===== src/rtl/apple_spawn_ctrl_if.sv =====
// Occupancy query channel between the apple spawner and the snake-body store.
// Ports: occ_req/occ_x/occ_y driven by the spawner; occ_ack/occ_hit driven by the store.
// occ_hit is only meaningful in a cycle where occ_ack is high.
interface apple_spawn_ctrl_if;
    logic       occ_req;
    logic [6:0] occ_x;
    logic [5:0] occ_y;
    logic       occ_ack;
    logic       occ_hit;

    modport master (
        output occ_req,
        output occ_x,
        output occ_y,
        input  occ_ack,
        input  occ_hit
    );

    modport slave (
        input  occ_req,
        input  occ_x,
        input  occ_y,
        output occ_ack,
        output occ_hit
    );
endinterface


===== src/rtl/apple_spawn_ctrl.sv =====
// Apple spawner: picks a free playfield cell (LFSR candidates, then linear scan) after each eat.
// Latency: apple_valid returns 4 cycles after an eaten pulse when the first query is acked at once.
// Backpressure: a query is held (occ_req high, coordinates stable) until occ_ack; no timeout.
// Ports: clk, reset (async, active-high), eaten, occ (query channel, master side),
//        apple_x/apple_y/apple_valid (current apple), score (saturating), board_full (sticky).
module apple_spawn_ctrl #(
    parameter int          GRID_W    = 64,
    parameter int          GRID_H    = 48,
    parameter int          MAX_TRIES = 15,
    parameter logic [15:0] LFSR_SEED = 16'hACE1
) (
    input  logic                       clk,
    input  logic                       reset,
    input  logic                       eaten,
    apple_spawn_ctrl_if.master         occ,
    output logic [6:0]                 apple_x,
    output logic [5:0]                 apple_y,
    output logic                       apple_valid,
    output logic [3:0]                 score,
    output logic                       board_full
);

    localparam int          TW        = (MAX_TRIES < 2) ? 1 : $clog2(MAX_TRIES + 1);
    localparam logic [12:0] LAST_CELL = 13'(GRID_W * GRID_H - 1);
    localparam logic [6:0]  W_BOUND   = 7'(GRID_W);
    localparam logic [5:0]  H_BOUND   = 6'(GRID_H);
    localparam logic [6:0]  X_MAX     = 7'(GRID_W - 1);
    localparam logic [5:0]  Y_MAX     = 6'(GRID_H - 1);

    typedef enum logic [2:0] {
        IDLE,
        GEN,
        QUERY,
        SCAN,
        COMMIT,
        FULL
    } state_t;

    state_t      state_q,     state_nxt;
    logic [15:0] lfsr_q,      lfsr_nxt;
    logic [6:0]  occ_x_q,     occ_x_nxt;
    logic [5:0]  occ_y_q,     occ_y_nxt;
    logic        occ_req_q,   occ_req_nxt;
    logic [6:0]  apple_x_q,   apple_x_nxt;
    logic [5:0]  apple_y_q,   apple_y_nxt;
    logic        apple_vld_q, apple_vld_nxt;
    logic [3:0]  score_q,     score_nxt;
    logic        full_q,      full_nxt;
    logic [TW-1:0] tries_q,   tries_nxt;
    logic [12:0] scan_cnt_q,  scan_cnt_nxt;

    // Random candidate folded into the grid with a single conditional subtract;
    // the legal parameter ranges guarantee one subtraction is always enough.
    logic [6:0] cand_x;
    logic [5:0] cand_y;
    logic [6:0] raw_x;
    logic [5:0] raw_y;

    always_comb begin
        raw_x  = lfsr_q[6:0];
        raw_y  = lfsr_q[13:8];
        cand_x = (raw_x >= W_BOUND) ? raw_x - W_BOUND : raw_x;
        cand_y = (raw_y >= H_BOUND) ? raw_y - H_BOUND : raw_y;
    end

    // Raster-order successor of the current query cell, wrapping at the end of the board.
    logic [6:0] step_x;
    logic [5:0] step_y;

    always_comb begin
        step_x = occ_x_q + 7'd1;
        step_y = occ_y_q;
        if (occ_x_q == X_MAX) begin
            step_x = 7'd0;
            step_y = (occ_y_q == Y_MAX) ? 6'd0 : occ_y_q + 6'd1;
        end
    end

    always_comb begin
        state_nxt     = state_q;
        lfsr_nxt      = {lfsr_q[14:0], lfsr_q[15] ^ lfsr_q[13] ^ lfsr_q[12] ^ lfsr_q[10]};
        occ_x_nxt     = occ_x_q;
        occ_y_nxt     = occ_y_q;
        occ_req_nxt   = occ_req_q;
        apple_x_nxt   = apple_x_q;
        apple_y_nxt   = apple_y_q;
        apple_vld_nxt = apple_vld_q;
        score_nxt     = score_q;
        full_nxt      = full_q;
        tries_nxt     = tries_q;
        scan_cnt_nxt  = scan_cnt_q;

        case (state_q)
            IDLE: begin
                if (eaten && apple_vld_q) begin
                    state_nxt     = GEN;
                    apple_vld_nxt = 1'b0;
                    score_nxt     = (score_q == 4'hF) ? score_q : score_q + 4'd1;
                    tries_nxt     = '0;
                end
            end

            GEN: begin
                occ_x_nxt   = cand_x;
                occ_y_nxt   = cand_y;
                tries_nxt   = tries_q + 1'b1;
                occ_req_nxt = 1'b1;
                state_nxt   = QUERY;
            end

            QUERY: begin
                if (occ.occ_ack) begin
                    occ_req_nxt = 1'b0;
                    if (!occ.occ_hit) begin
                        state_nxt = COMMIT;
                    end else if (tries_q < TW'(MAX_TRIES)) begin
                        state_nxt = GEN;
                    end else begin
                        // Scan starts from the cell after the last rejected candidate.
                        state_nxt    = SCAN;
                        scan_cnt_nxt = '0;
                    end
                end
            end

            SCAN: begin
                // occ_req low means the previous cell was just rejected (or the scan
                // just began): step the pointer and raise a fresh query.
                if (!occ_req_q) begin
                    occ_x_nxt   = step_x;
                    occ_y_nxt   = step_y;
                    occ_req_nxt = 1'b1;
                end else if (occ.occ_ack) begin
                    occ_req_nxt = 1'b0;
                    if (!occ.occ_hit) begin
                        state_nxt = COMMIT;
                    end else if (scan_cnt_q == LAST_CELL) begin
                        state_nxt = FULL;
                        full_nxt  = 1'b1;
                    end else begin
                        scan_cnt_nxt = scan_cnt_q + 13'd1;
                    end
                end
            end

            COMMIT: begin
                apple_x_nxt   = occ_x_q;
                apple_y_nxt   = occ_y_q;
                apple_vld_nxt = 1'b1;
                state_nxt     = IDLE;
            end

            FULL: begin
                full_nxt      = 1'b1;
                apple_vld_nxt = 1'b0;
                occ_req_nxt   = 1'b0;
            end

            default: begin
                state_nxt = IDLE;
            end
        endcase
    end

    always_ff @(posedge clk or posedge reset) begin
        if (reset) begin
            state_q     <= IDLE;
            lfsr_q      <= LFSR_SEED;
            occ_x_q     <= 7'd0;
            occ_y_q     <= 6'd0;
            occ_req_q   <= 1'b0;
            apple_x_q   <= 7'd32;
            apple_y_q   <= 6'd24;
            apple_vld_q <= 1'b1;
            score_q     <= 4'd0;
            full_q      <= 1'b0;
            tries_q     <= '0;
            scan_cnt_q  <= 13'd0;
        end else begin
            state_q     <= state_nxt;
            lfsr_q      <= lfsr_nxt;
            occ_x_q     <= occ_x_nxt;
            occ_y_q     <= occ_y_nxt;
            occ_req_q   <= occ_req_nxt;
            apple_x_q   <= apple_x_nxt;
            apple_y_q   <= apple_y_nxt;
            apple_vld_q <= apple_vld_nxt;
            score_q     <= score_nxt;
            full_q      <= full_nxt;
            tries_q     <= tries_nxt;
            scan_cnt_q  <= scan_cnt_nxt;
        end
    end

    assign occ.occ_req  = occ_req_q;
    assign occ.occ_x    = occ_x_q;
    assign occ.occ_y    = occ_y_q;
    assign apple_x      = apple_x_q;
    assign apple_y      = apple_y_q;
    assign apple_valid  = apple_vld_q;
    assign score        = score_q;
    assign board_full   = full_q;

endmodule


===== src/flat_wrapper.sv =====
// flat-port wrapper written by rule: the top's interface ports become plain ports
module apple_spawn_ctrl_flat 
#(
    parameter int          GRID_W    = 64,
    parameter int          GRID_H    = 48,
    parameter int          MAX_TRIES = 15,
    parameter logic [15:0] LFSR_SEED = 16'hACE1
)
  (clk, reset, eaten, apple_x, apple_y, apple_valid, score, board_full, occ_occ_req, occ_occ_x, occ_occ_y, occ_occ_ack, occ_occ_hit);
  apple_spawn_ctrl_if occ_i ();
  input  logic clk;
  input  logic reset;
  input  logic eaten;
  output logic [6:0] apple_x;
  output logic [5:0] apple_y;
  output logic apple_valid;
  output logic [3:0] score;
  output logic board_full;
  output wire logic [$bits(occ_i.occ_req)-1:0] occ_occ_req;
  output wire logic [$bits(occ_i.occ_x)-1:0] occ_occ_x;
  output wire logic [$bits(occ_i.occ_y)-1:0] occ_occ_y;
  input wire logic [$bits(occ_i.occ_ack)-1:0] occ_occ_ack;
  input wire logic [$bits(occ_i.occ_hit)-1:0] occ_occ_hit;
  assign occ_occ_req = occ_i.occ_req;
  assign occ_occ_x = occ_i.occ_x;
  assign occ_occ_y = occ_i.occ_y;
  assign occ_i.occ_ack = occ_occ_ack;
  assign occ_i.occ_hit = occ_occ_hit;
  apple_spawn_ctrl #(.GRID_W(GRID_W), .GRID_H(GRID_H), .MAX_TRIES(MAX_TRIES), .LFSR_SEED(LFSR_SEED)) u_core (.clk(clk), .reset(reset), .eaten(eaten), .occ(occ_i), .apple_x(apple_x), .apple_y(apple_y), .apple_valid(apple_valid), .score(score), .board_full(board_full));
endmodule

===== config.mk =====
export PLATFORM = sky130hd
export DESIGN_NAME = apple_spawn_ctrl_flat
export DESIGN_NICKNAME = d
export VERILOG_FILES = /design/src/rtl/apple_spawn_ctrl_if.sv /design/src/rtl/apple_spawn_ctrl.sv /design/src/flat_wrapper.sv
export SDC_FILE = /design/constraint.sdc
export NUM_CORES = 1
export LEC_CHECK = 0
export CORE_ASPECT_RATIO = 0.5
export CORE_UTILIZATION = 35
export CTS_BUF_LIST = sky130_fd_sc_hd__clkbuf_4
export DETAILED_ROUTE_END_ITERATION = 8
export HOLD_SLACK_MARGIN = 0.03
export SYNTH_ARGS = -nofsm -noshare
export SYNTH_HDL_FRONTEND = slang
export SYNTH_SLANG_ARGS = --single-unit
export TNS_END_PERCENT = 30

===== constraint.sdc =====
create_clock -name clk -period 3.6 [get_ports clk]
set_input_delay 0.54 -clock clk [delete_from_list [all_inputs] [get_ports clk]]
set_output_delay 0.54 -clock clk [all_outputs]
set_load 0.05 [all_outputs]

Word level (Yosys, flattened, before mapping)
Cells that the tools add are included.

storage, ports and cells
  memories = 0
  memory bits (writable) = 0
  output and inout port bits = 33
  latch bits = 0
  bits in registers = 69
  bits in read-only memories = 0

cells by class
  equal/unequal tests = 21
  reductions and logical operators = 17
  multiply operators = 0
  muxes and demuxes = 39
  shift operators = 0
  divide/modulo/power cells = 0
  add/subtract/negate cells = 7
  bitwise operators = 5
  $lt $le $gt $ge = 3

operators by type and width
  cell                                                                number
  13-bit two-way mux                                                  7
  13-bit one-hot mux with 2 select lines                              1
  6-bit two-way mux                                                   4
  3-bit two-way mux                                                   7
  7-bit two-way mux                                                   3
  3-bit one-hot mux with 5 select lines                               1
  2-bit != test (second input constant)                               7
  7-bit one-hot mux with 2 select lines                               1
  13-bit by 1-bit adder with 13-bit output (second input constant)    1
  13-bit by 12-bit == test with 1-bit output (second input constant)  1
  6-bit one-hot mux with 2 select lines                               1
  4-bit by 1-bit adder with 4-bit output (second input constant)      2
  1-bit two-way mux                                                   8
  2-bit by 1-bit != test with 1-bit output (second input constant)    4
  4-bit one-hot mux with 2 select lines                               1
  2-bit AND reduction                                                 4
  8-bit AND reduction                                                 1
  2-bit nonzero test                                                  4
  7-bit by 1-bit adder with 7-bit output (second input constant)      1
  7-bit by 6-bit == test with 1-bit output (second input constant)    1
  7-bit >= comparator (second input constant)                         1
  7-bit subtractor (second input constant)                            1
  6-bit by 1-bit adder with 6-bit output (second input constant)      1
  3-bit by 2-bit == test with 1-bit output (second input constant)    2
  22 further kinds                                                    27

Depth between registers and ports, before layout
  depth in word-level cells = 6
  gate-level depth with buffers = 6

Worst setup path after synthesis
Ideal clock, no wire load.

  path type = flip-flop to flip-flop
  start = register u_core.occ_x_q[1] (netlist: u_core.occ.occ_x[1])
  end = register u_core.occ_y_q[5] (netlist: u_core.occ.occ_y[5])
  clock period less this slack = 1.978 ns
  path slack = 1.622 ns
  arrival = 1.883 ns
  stages on the path, launching flop included = 6
  path buffers = 0
  data required time = 3.505 ns
  path through = dfrtp_1 -> ha_1 -> nand3_1 -> o31a_1 -> or2_2 -> o31ai_1

on the way
  longest elaborated chain between the ends = 3

RTL lines
  what                                                line                     RTL
  start: declaration                                  apple_spawn_ctrl.sv:41   logic [6:0] occ_x_q, occ_x_nxt;
  start signal: assignment                            apple_spawn_ctrl.sv:182  occ_x_q <= occ_x_nxt;
  7-bit by 6-bit == test with 1-bit output            apple_spawn_ctrl.sv:73   if (occ_x_q == X_MAX) begin
  2-bit by 1-bit != test with 1-bit output (no line)  n/a
  3-bit AND reduction (no line)                       n/a
  end signal: assignment                              apple_spawn_ctrl.sv:183  occ_y_q <= occ_y_nxt;
  end: declaration                                    apple_spawn_ctrl.sv:42   logic [5:0] occ_y_q, occ_y_nxt;

Every way passes these cells.
A chain may end at the register's enable or synchronous reset.

Worst setup path after layout
  start = register u_core.state_q[1]
  end = register u_core.scan_cnt_q[12]

on the way
  longest elaborated chain between the ends = 3
  elaborated cells on any way between the ends = 12

RTL lines
  what                                                                        line                     RTL
  start: declaration                                                          apple_spawn_ctrl.sv:39   state_t state_q, state_nxt;
  start signal: assignment                                                    apple_spawn_ctrl.sv:180  state_q <= state_nxt;
  3-bit by 2-bit == test with 1-bit output                                    apple_spawn_ctrl.sv:93   case (state_q)
  2-bit by 1-bit != test with 1-bit output (no line) (tied with other cells)  n/a
  8-bit AND reduction (no line)                                               n/a
  end signal: assignment                                                      apple_spawn_ctrl.sv:191  scan_cnt_q <= scan_cnt_nxt;
  end: declaration                                                            apple_spawn_ctrl.sv:50   logic [12:0] scan_cnt_q, scan_cnt_nxt;

Several ways; a longest one is shown, not always the timed one.

==> impl_metrics.toml <==
[clocking]
cts_made_buffers = 9
cts_root_buffer = "clkbuf_4"
cts_tree = "done"
postCtsSetupBuffers = 0
ctsHoldBuffers = 0
clk_pin_slew_worst_paths_ps = 120
cts_resized = 0
cts_max_level = 3
insertion_delay_ps = 420
clockBufferDepth = 2
clock_sinks = 69

[logic_synthesis]
synth_area_um2 = 3280
ys_types = 56
ys.flop_type = "dfrtp_1"
synth_top_area_cell = "dfrtp_1"
ys_seq_area_share_pct = 53.2
yosysMostFrequentCell = "dfrtp_1"
synth_edf_count = 0
synth.avg_cell_area_um2 = 11.0
yosys_warnings = 0
syn_inst = 298
synth-seq-cells = 69
synthTopCellsByArea = "dfrtp_1 (44%), dfstp_2 (9.6%), mux2_2 (5.5%)"
syn-num-nets = 308
synth_common_cells = "dfrtp_1 (57), o21ai_0 (20), a31oi_1 (17)"
synthArstFlopShare_pct = 100
synth_top_area_share_pct = 43.5

[worst_setup_path]
path_max_fanout = 17
worstPathArrival_ps = 2790
r2r-start = "u_core.state_q[1]$_DFFE_PP0P_"
end_kind = "flop"
crit_required_ps = 3940
crit_type = "reg2reg"
critPathLaunchType = "flop"
cp-startpoint = "u_core.state_q[1]$_DFFE_PP0P_"

[layout]
area_growth_pct = 19.8
fill_cells = 841
drive_gt1_share_pct = 17.7
final_cells = 456
nets = 344
n_antenna_cell = 0

[die]
coreArea_um2 = 8890
ios = 38
die_y_um = 70.4
row_count = 24
start_util_pct = 36.9
dieArea_um2 = 9770
die_w_um = 139

[timing]
period_needed_ps = 2440
rsz0062_at_grt = "no"
hold_viol_final = 0
setup_viol_count_final = 0
worst_slew_pin_slew_ps = 870
skew_ps = 14.4
tns_ps = 0
slew_headroom_pct = 41.8
clock.fmax_mhz = 409
finalCritPeriodShare_pct = 67.9
report.final.slew_viol_count = 0

[global_route]
antenna_found_initial = 0
first_global_vias = 2367
grt_overflow = 0
track_usage_pct = 14.8
grt_max_degree = 70
grt_pass1_wl_mm = 11.4

[min_path]
hp-start = "u_core.lfsr_q[6]$_DFF_PP1_"
hp-class = "reg2reg"

[power]
p_seq_share_pct = 37.1
peakVddDrop_uv = 419
leakage_nw = 1.64
p_per_area_nw_per_um2 = 781
p_clk_share_pct = 18.7
p_sw_mw = 1.33
p_comb_share_pct = 44.1
p_sw_share_pct = 43.4
intPower_mw = 1.74

[run]
max-cap-violations = 0

[place]
port_buffers = 37
dp_hpwl_mm = 4.51
place_inst = 440
place.gp.congestion = 0.769

[outcome]
status = "complete, but fails checks"
violations = "design-rule violations"

[drt]
drt-wirelength-per-cell_um = 14.8
routed_wl_mm = 6.75
num_vias = 2464
drt_pass1_iterations = 6
drc_errors = 4
drtAntennaViolNets = 0
post_drt_via_cell_ratio = 5.40
drt_iter0_drc = 156
state kept, by name (all words and copies together) (netlist names):
name and cells:
u_core.scan_cnt_q 13, u_core.apple_y 6, u_core.lfsr_q 16, u_core.occ.occ_req 1
u_core.score 4, u_core.board_full 1, u_core.apple_x 7, u_core.occ.occ_y 6
u_core.tries_q 4, u_core.apple_valid 1, u_core.occ.occ_x 7, u_core.state_q 3
critical path, stage by stage, from the launching register on:
cell      delay [ps]
dfrtp_1          640
nand3b_1         490
nor2_1           830
a41oi_1          220
a31oi_1          200
per-stage QoR:
step,area (um2),util [%],worst slack [ps],power (mW),hold slack (ps)
2_1_floorplan,3280,-,1340,2.12,333
3_3_place_gp,3760,42.3,1300,2.47,336
5_1_grt,3930,44.2,872,3.26,369
3_5_place_dp,3760,42.3,1200,2.50,348
6_report,3930,44.2,1160,3.07,365
4_1_cts,3930,44.2,1170,3.09,365
power by group through the flow:
stage | clock network (mW) | logic [mW] | registers, mW
after floorplan | 0 | 0.673 | 1.44
after global placement | 0 | 1.33 | 1.14
after detailed placement | 0 | 1.35 | 1.15
after CTS | 0.597 | 1.36 | 1.14
after global routing | 0.630 | 1.46 | 1.17
final | 0.574 | 1.35 | 1.14
placed cells by master, fill, tap and decap left out, types with 3 or more instances in the layout:
cell / count
a21o_1: 9
a21oi_1: 15
a31o_2: 3
a31oi_1: 17
a41oi_1: 4
and2_1: 4
and3_1: 3
and4_1: 3
buf_4: 6
clkbuf_4: 10
clkdlybuf4s50_1: 37
dfrtp_1: 57
dfstp_2: 12
ha_1: 5
inv_1: 8
mux2_2: 16
nand2_1: 14
nand2b_1: 3
nand3_1: 13
nand4_1: 4
nor2_1: 10
nor3_1: 4
nor3b_1: 3
nor4_1: 3
o21a_1: 3
o21ai_0: 20
o22ai_1: 3
xnor2_1: 5
metal layers:
metal	wire, um	GRT usage (%)	vias up
li1	-	-	1200
met1	3330	19.3	1209
met2	3070	23.1	49
met3	296	4.53	6
met4	53	5.93	0
met5	0	0	-
layout make-up:
type	instances	area [um2]	area share (%)
clock inverters	6	87.6	2.23
well taps	117	146	3.73
clock buffers	10	75.1	1.91
inverters	9	33.8	0.861
multi-input cells	202	1430	36.3
repair buffers	43	415	10.6
flip-flops and latches	69	1740	44.4
logic make-up after synthesis:
group | share of synthesized area, %
fa+ha+maj | 1.91
mux | 6.11
compound gates | 19.7
flops | 53.2
buf+inv | 3.48
simple gates | 13.8
xor+xnor | 1.87
worst paths after layout:
check	endpoint	slack [ps]	cells past startpoint
max in group asynchronous	u_core.scan_cnt_q[0]$_DFFE_PP0P_	2370	3
worst max register to register	u_core.scan_cnt_q[12]$_DFFE_PP0P_	1160	4
worst max-delay path	u_core.scan_cnt_q[12]$_DFFE_PP0P_	1160	4
worst min register to register	u_core.lfsr_q[7]$_DFF_PP1_	360	0
min in group asynchronous	u_core.occ.occ_y[4]$_DFFE_PP0P_	690	3
worst min-delay path	u_core.lfsr_q[7]$_DFF_PP1_	360	0
Note: power is estimated with default switching activity, not from simulation.
